==> src/rtl/unidade_controle_pkg.sv <==
//============================================================================
// Module : unidade_controle_pkg
// Brief  : Opcodes, register-field sizes, FSM time-step encoding and opcode
//          classification helpers shared by the multicycle control unit.
// Rev    : 1.0  initial release
//============================================================================
`default_nettype none

package unidade_controle_pkg;

  // Register file size and the width of the Rx/Ry selector fields
  localparam int NREG   = 8;
  localparam int REG_AW = 3;

  // Instruction opcodes (IR[W-1:W-4])
  localparam logic [3:0] OP_MV  = 4'b0000;
  localparam logic [3:0] OP_MVI = 4'b0001;
  localparam logic [3:0] OP_ADD = 4'b0101;
  localparam logic [3:0] OP_SUB = 4'b0110;
  localparam logic [3:0] OP_OR  = 4'b0111;
  localparam logic [3:0] OP_SLT = 4'b1000;
  localparam logic [3:0] OP_SLL = 4'b1001;
  localparam logic [3:0] OP_SRL = 4'b1010;

  // ALU opcode driven whenever the ALU result is not being captured
  localparam logic [3:0] ALU_IDLE = 4'b0000;

  // Time steps of the multicycle sequence
  typedef enum logic [1:0] {
    T0 = 2'd0,
    T1 = 2'd1,
    T2 = 2'd2,
    T3 = 2'd3
  } state_t;

  // True for the opcodes that run the three-step A/G/writeback sequence
  function automatic logic is_alu_op(input logic [3:0] op);
    return (op == OP_ADD) || (op == OP_SUB) || (op == OP_OR) ||
           (op == OP_SLT) || (op == OP_SLL) || (op == OP_SRL);
  endfunction

endpackage

`default_nettype wire

==> src/rtl/unidade_controle_dec3to8.sv <==
//============================================================================
// Module : dec3to8
// Brief  : 3-bit binary to 8-bit one-hot decoder used for register selects.
// Rev    : 1.0  initial release
//============================================================================
`default_nettype none

module dec3to8 (
  input  logic [2:0] sel,
  output logic [7:0] onehot
);

  // Exactly one output bit set, at the position named by sel
  always_comb begin
    onehot = 8'd0;
    onehot[sel] = 1'b1;
  end

endmodule

`default_nettype wire

==> src/rtl/unidade_controle.sv <==
//============================================================================
// Module : unidade_controle
// Brief  : Multicycle control FSM for the processor datapath. Latches the
//          instruction word, steps T0..T3 and drives register selects, bus
//          source, A/G loads, ALU opcode and the Done pulse.
// Rev    : 1.0  initial release
//============================================================================
`default_nettype none

module unidade_controle
  import unidade_controle_pkg::*;
#(
  parameter int W = 16
) (
  input  logic            Clock,
  input  logic            Reset,
  input  logic            Run,
  input  logic [W-1:0]    DIN,
  output logic            IRin,
  output logic [NREG-1:0] Rin,
  output logic [NREG-1:0] Rout,
  output logic            DINout,
  output logic            Gout,
  output logic            Ain,
  output logic            Gin,
  output logic [3:0]      AluOp,
  output logic            Done
);

  state_t       state;
  state_t       state_next;
  logic [W-1:0] ir;

  logic [3:0]        op;
  logic [REG_AW-1:0] rx;
  logic [REG_AW-1:0] ry;
  logic [NREG-1:0]   rx_sel;
  logic [NREG-1:0]   ry_sel;

  // Low instruction bits carry no meaning for this instruction set
  logic unused_ir_low;
  assign unused_ir_low = ^ir[W-11:0];

  assign op = ir[W-1:W-4];
  assign rx = ir[W-5:W-7];
  assign ry = ir[W-8:W-10];

  dec3to8 u_dec_rx (.sel(rx), .onehot(rx_sel));
  dec3to8 u_dec_ry (.sel(ry), .onehot(ry_sel));

  // Time-step register and instruction register; IR only loads on a T0 start
  always_ff @(posedge Clock or posedge Reset) begin
    if (Reset) begin
      state <= T0;
      ir    <= '0;
    end else begin
      state <= state_next;
      if (state == T0 && Run) begin
        ir <= DIN;
      end
    end
  end

  // Next-step and control-strobe decode from the current step and opcode
  always_comb begin
    state_next = state;
    IRin       = 1'b0;
    Rin        = '0;
    Rout       = '0;
    DINout     = 1'b0;
    Gout       = 1'b0;
    Ain        = 1'b0;
    Gin        = 1'b0;
    AluOp      = ALU_IDLE;
    Done       = 1'b0;

    unique case (state)
      T0: begin
        // Reset forces T0; masking here keeps every output low while it is held
        IRin = Run & ~Reset;
        if (Run) begin
          state_next = T1;
        end
      end

      T1: begin
        if (op == OP_MV) begin
          Rout       = ry_sel;
          Rin        = rx_sel;
          Done       = 1'b1;
          state_next = T0;
        end else if (op == OP_MVI) begin
          DINout     = 1'b1;
          Rin        = rx_sel;
          Done       = 1'b1;
          state_next = T0;
        end else if (is_alu_op(op)) begin
          Rout       = rx_sel;
          Ain        = 1'b1;
          state_next = T2;
        end else begin
          // Unknown opcode: complete without touching any register
          Done       = 1'b1;
          state_next = T0;
        end
      end

      T2: begin
        Rout       = ry_sel;
        Gin        = 1'b1;
        AluOp      = op;
        state_next = T3;
      end

      T3: begin
        Gout       = 1'b1;
        Rin        = rx_sel;
        Done       = 1'b1;
        state_next = T0;
      end

      default: begin
        state_next = T0;
      end
    endcase
  end

endmodule

`default_nettype wire
==> config.mk <==
export PLATFORM = sky130hd
export DESIGN_NAME = unidade_controle
export DESIGN_NICKNAME = d
export VERILOG_FILES = /design/src/rtl/unidade_controle_pkg.sv /design/src/rtl/unidade_controle_dec3to8.sv /design/src/rtl/unidade_controle.sv
export SDC_FILE = /design/constraint.sdc
export NUM_CORES = 1
export LEC_CHECK = 0
export BUFFER_PORTS_ARGS = -buffer_cell sky130_fd_sc_hd__buf_2
export CELL_PAD_IN_SITES_DETAIL_PLACEMENT = 0
export CELL_PAD_IN_SITES_GLOBAL_PLACEMENT = 1
export CORE_MARGIN = 2
export CORE_UTILIZATION = 27
export DETAILED_ROUTE_END_ITERATION = 10
export PLACE_DENSITY = 0.8
export SLEW_MARGIN = 20
export SYNTH_ARGS = -nofsm -noshare
export SYNTH_HDL_FRONTEND = slang
export SYNTH_SLANG_ARGS = --single-unit
==> constraint.sdc <==
create_clock -name Clock -period 1.5 [get_ports Clock]
set_clock_uncertainty 0.15 [all_clocks]
set_input_delay 0 -clock Clock [delete_from_list [all_inputs] [get_ports Clock]]
set_output_delay 0 -clock Clock [all_outputs]
set_load 0.02 [all_outputs]
# Yosys cells after proc, flatten, opt, wreduce, memory -nomap -nowiden
# Cells that the tools add are included.
[word_totals] in_bits=19 register_bits=18 wordCells=60
[classes] n_reduce_logical=10 eq_ne=11 n_mux=31 n_bitwise=2 n_lt_le_gt_ge=4
[ops] op="$mux W8" n=5
[ops] op="$pmux W8 S2" n=2
[ops] op="$mux W1" n=15
[ops] op="$eq A4 B3 Y1 const B" n=3
[ops] op="$eq A4 B4 Y1 const B" n=3
[ops] op="$lt A3 B4 Y1 const B" n=2
[ops] op="$mux W2" n=4
[ops] op="$pmux W2 S4" n=1
[ops] op="$demux W1 S3" n=2
[ops] op="$ge A3 B1 Y1 const B" n=2
[ops] op="$logic_or A1 B1 Y1" n=5
[ops] op="$eq A2 B2 Y1 const B" n=2
[ops] op="$eq A4 B1 Y1 const B" n=1
[ops] op="$logic_not A4 Y1" n=1
[ops] op="$mux W4" n=1
[ops] op="$logic_and A1 B1 Y1" n=3
[ops] op="$eq A2 B1 Y1 const B" n=1
[ops] op="$logic_not A2 Y1" n=1
[ops] op="$ne A2 B2 Y1 const B" n=1
[ops] op="$pmux W1 S2" n=1
[ops] op="$and A1 B1 Y1" n=1
[ops] op="$not A1 Y1" n=1

# Logic depth before layout (Yosys ltp)
[depth] word_depth=10 depth_mapped=6 mapped_depth_nobuf=6

# Cells and area by module
# Synthesis repeated with hierarchy kept, for this count alone.
[unflattened] hier_cells=91 area_unflattened_um2=938.4
[modules_own_cells] mod="unidade_controle" n_inst=1 cells_each=75 area_per_inst_um2=808.3
[modules_own_cells] mod="dec3to8" n_inst=2 cells_each=8 area_per_inst_um2=65.1

# Least setup slack after synthesis
# Ideal clock, no wire load.
[synth_path] kind="flip-flop to output port" startpoint="reg with a tool-made name" endpoint="out Rout[4]" path_stages_with_launch=7 setup_slack_ps=-451 t_arrival_ps=1801 cell_sequence="dfrtp_1 inv_1 ha_1 nor4b_4 a21o_1 nand3_1 o32ai_1"
[synth_rtl] item="to (decl)" line="unidade_controle.sv:21" text="output logic [NREG-1:0] Rout,"

==> impl_metrics.env <==
export IMPL_powerDensity_nw_per_um2=1960
export IMPL_vias=906
export IMPL_worstPathRequired_ns=1.35
export IMPL_initial_core_util=0.287
export IMPL_hold_viol_final=0
export IMPL_fin_ws_ns=-0.615
export IMPL_routed_via_density=4.72
export IMPL_status="complete, but fails checks"
export IMPL_hold_path_class="in -> async"
export IMPL_first_iter_violations=19
export IMPL_track_usage=0.154
export IMPL_diodes=0
export IMPL_nets=185
export IMPL_synth_seq_cells=12
export IMPL_finalCriticalPeriod_ns=2.11
export IMPL_drt_total_wl_um=2720
export IMPL_place_gp_congestion=0.796
export IMPL_avgSynthCellArea_um2=9.73
export IMPL_stdcell_area_um2=1750
export IMPL_grt_pass1_wl_um=4030
export IMPL_clkSlewWorstSetupHoldPaths_ns=0.08
export IMPL_grt_pass1_vias=921
export IMPL_yosys_cell_types_count=25
export IMPL_die_y_um=58.4
export IMPL_ff_latch_area_um2=302
export IMPL_crit_chain="inv_2 > ha_4 > nor4b_4 > a21o_1 > nand3b_1 > buf_4 > o22ai_2 > buf_6"
export IMPL_arrival_ns=1.96
export IMPL_drv_cap=0
export IMPL_syn_inst=82
export IMPL_grt_ovfl_total=0
export IMPL_drive_gt1_frac=0.677
export IMPL_post_route_drc_count=0
export IMPL_cts_root_buffer="clkbuf_4"
export IMPL_slowest_stage="dfrtp_1"
export IMPL_rows=19
export IMPL_area_growth_pct=119
export IMPL_worstSetupPathType="reg -> out"
export IMPL_clock_latency_ns=0.28
export IMPL_numCtsBuffers=3
export IMPL_dp_hpwl_um=1810
export IMPL_cts_sinks=12
export IMPL_cpPeakStageDelay_ns=0.40
export IMPL_critPathLaunchType="register"
export IMPL_setup_violations=31
export IMPL_relSlewSlack=0.681
export IMPL_die_x_um=58.4
export IMPL_core_area_um2=2780
export IMPL_antenna_found_initial=0
export IMPL_hold_slack_ns=0.141
export IMPL_synthTopCellsByArea="dfrtp_1 (38%), mux2_2 (14%), ha_1 (6.3%)"
export IMPL_violations="setup timing"
export IMPL_drtPass1Iterations=4
export IMPL_slew_violations=0
export IMPL_ys_seq_area_frac=0.376
export IMPL_yosysWarnings=0
export IMPL_htree_num_levels=1
export IMPL_cts_tree="yes"
export IMPL_syn_cell_area_um2=798
export IMPL_power_leakage_nw=0.799
export IMPL_setup_tns_ns=-7.40
export IMPL_crit_fanout=3
export IMPL_num_fill_cells=245
export IMPL_vdd_ir_drop_max_uv=1330
export IMPL_die_area_um2=3410
export IMPL_antenna_left=0
export IMPL_io_buffers=38
export IMPL_period_share=1.41
export IMPL_io_pins=45
export IMPL_placed_area_um2=1300
export IMPL_wl_per_cell_um=14.2
export IMPL_grt_start_max_net_pins=13
export IMPL_rsz0062_at_grt="true"
export IMPL_max_freq_mhz=473
export IMPL_yosysTopAreaCell="dfrtp_1"
export IMPL_pre_cts_slack_ns=-0.318
export IMPL_worstSetupEndpointType="primary output"
export IMPL_yosysTopAreaCellShare=0.376
export IMPL_multiInputGateArea_um2=721
export IMPL_syn_nets=105
export IMPL_tightest_slew_ns=0.478
export IMPL_clk_path_buf_depth=2
## cell type report
type	count	share of cell area
inverter	6	0.0129
timing repair buffer	76	0.358
tap	31	0.0222
multi-input combinational	63	0.413
clock buffer	4	0.0208
sequential	12	0.173
## layer usage
metal | up-vias | wire [um] | track usage
met4 | 0 | 0 | 0.0399
met5 | - | 0 | 0
met3 | 0 | 85 | 0.0132
li1 | 450 | - | -
met1 | 430 | 1130 | 0.177
met2 | 26 | 1500 | 0.302
## critical path: cells and delay by family, from the launching register on
kind,cells,cell delay [ns]
adders and majority gates,1,0.13
AOI/OAI and AO/OA,2,0.35
and+or+nand+nor,2,0.41
buffers and inverters,3,0.42
DFF,1,0.40
## placed cells by master, fill, tap and decap left out, types with 2 or more instances in the layout
cell	Yosys	layout
and2_1	4	3
inv_2	0	2
dlygate4sd3_1	0	12
mux2_4	0	8
nor2_4	0	2
dfrtp_1	12	11
nand2_1	3	2
inv_1	6	4
o32ai_4	0	2
o22ai_2	1	2
o22ai_4	0	5
nand2b_1	5	4
nor2_1	11	8
ha_4	0	3
mux2_2	10	2
buf_4	0	30
buf_2	1	17
buf_6	0	16
and2_4	0	2
clkbuf_4	0	3
## per-stage QoR
stage / std cells / util / power [mW]
floorplan: 82 / - / 1.85
global placement: 170 / 0.466 / 2.43
global route: 192 / 0.628 / 3.63
finish: 192 / 0.628 / 3.42
CTS: 188 / 0.579 / 3.02
detailed placement: 170 / 0.466 / 2.48
## synth_stat cells, drive strengths merged
cell type,n
mux2,10
dfrtp,12
nand3b,1
a21oi,1
or2,1
o21ai,2
buf,1
o21bai,2
nand4b,1
and2,6
nand2b,5
inv,6
o22ai,7
a21o,1
ha,4
a21bo,1
a31oi,1
nand2,3
nand4,1
o32ai,2
nor2,11
nor4b,1
nand3,2
## state kept, by name, summed over array words and instances, names as in the netlist, named ones only
signal  flops
ir         10
state       1
## where the power goes
group	switching [mW]	internal (mW)
clock	0.113	0.148
combinational	1.11	1.30
sequential	0.255	0.492
## logic make-up (layout without fill, tap and decap cells)
group,count (synthesis),count (layout),share of synthesized area
simple gates,32,32,0.234
fa+ha+maj,4,4,0.0627
mux,10,10,0.141
flops,12,12,0.376
compound gates,17,17,0.152
buf+inv,7,86,0.0345
## what timing repair did
item,CTS,global route
gates resized for setup,43,27
pin swaps,6,4
endpoints found under the setup margin,34,36
setup buffers,3,4
hold buffers,12,0
hold endpoints to repair,23,0
cloned,0,0
## worst paths after layout
check / from / cells past startpoint / to / slack, ns
worst max-delay path: register / 8 / Rout[1] / -0.61
worst min-delay path: Reset / 3 / ir[13] / 0.14
worst max register to register: register / 7 / ir[14] / -0.09
worst min register to register: ir[8] / 1 / ir[8] / 0.41
max in group asynchronous: Reset / 3 / state[0] / 0.70
min in group Clock: DIN[7] / 3 / ir[7] / 0.33
Power figures use the tool's default switching activity.
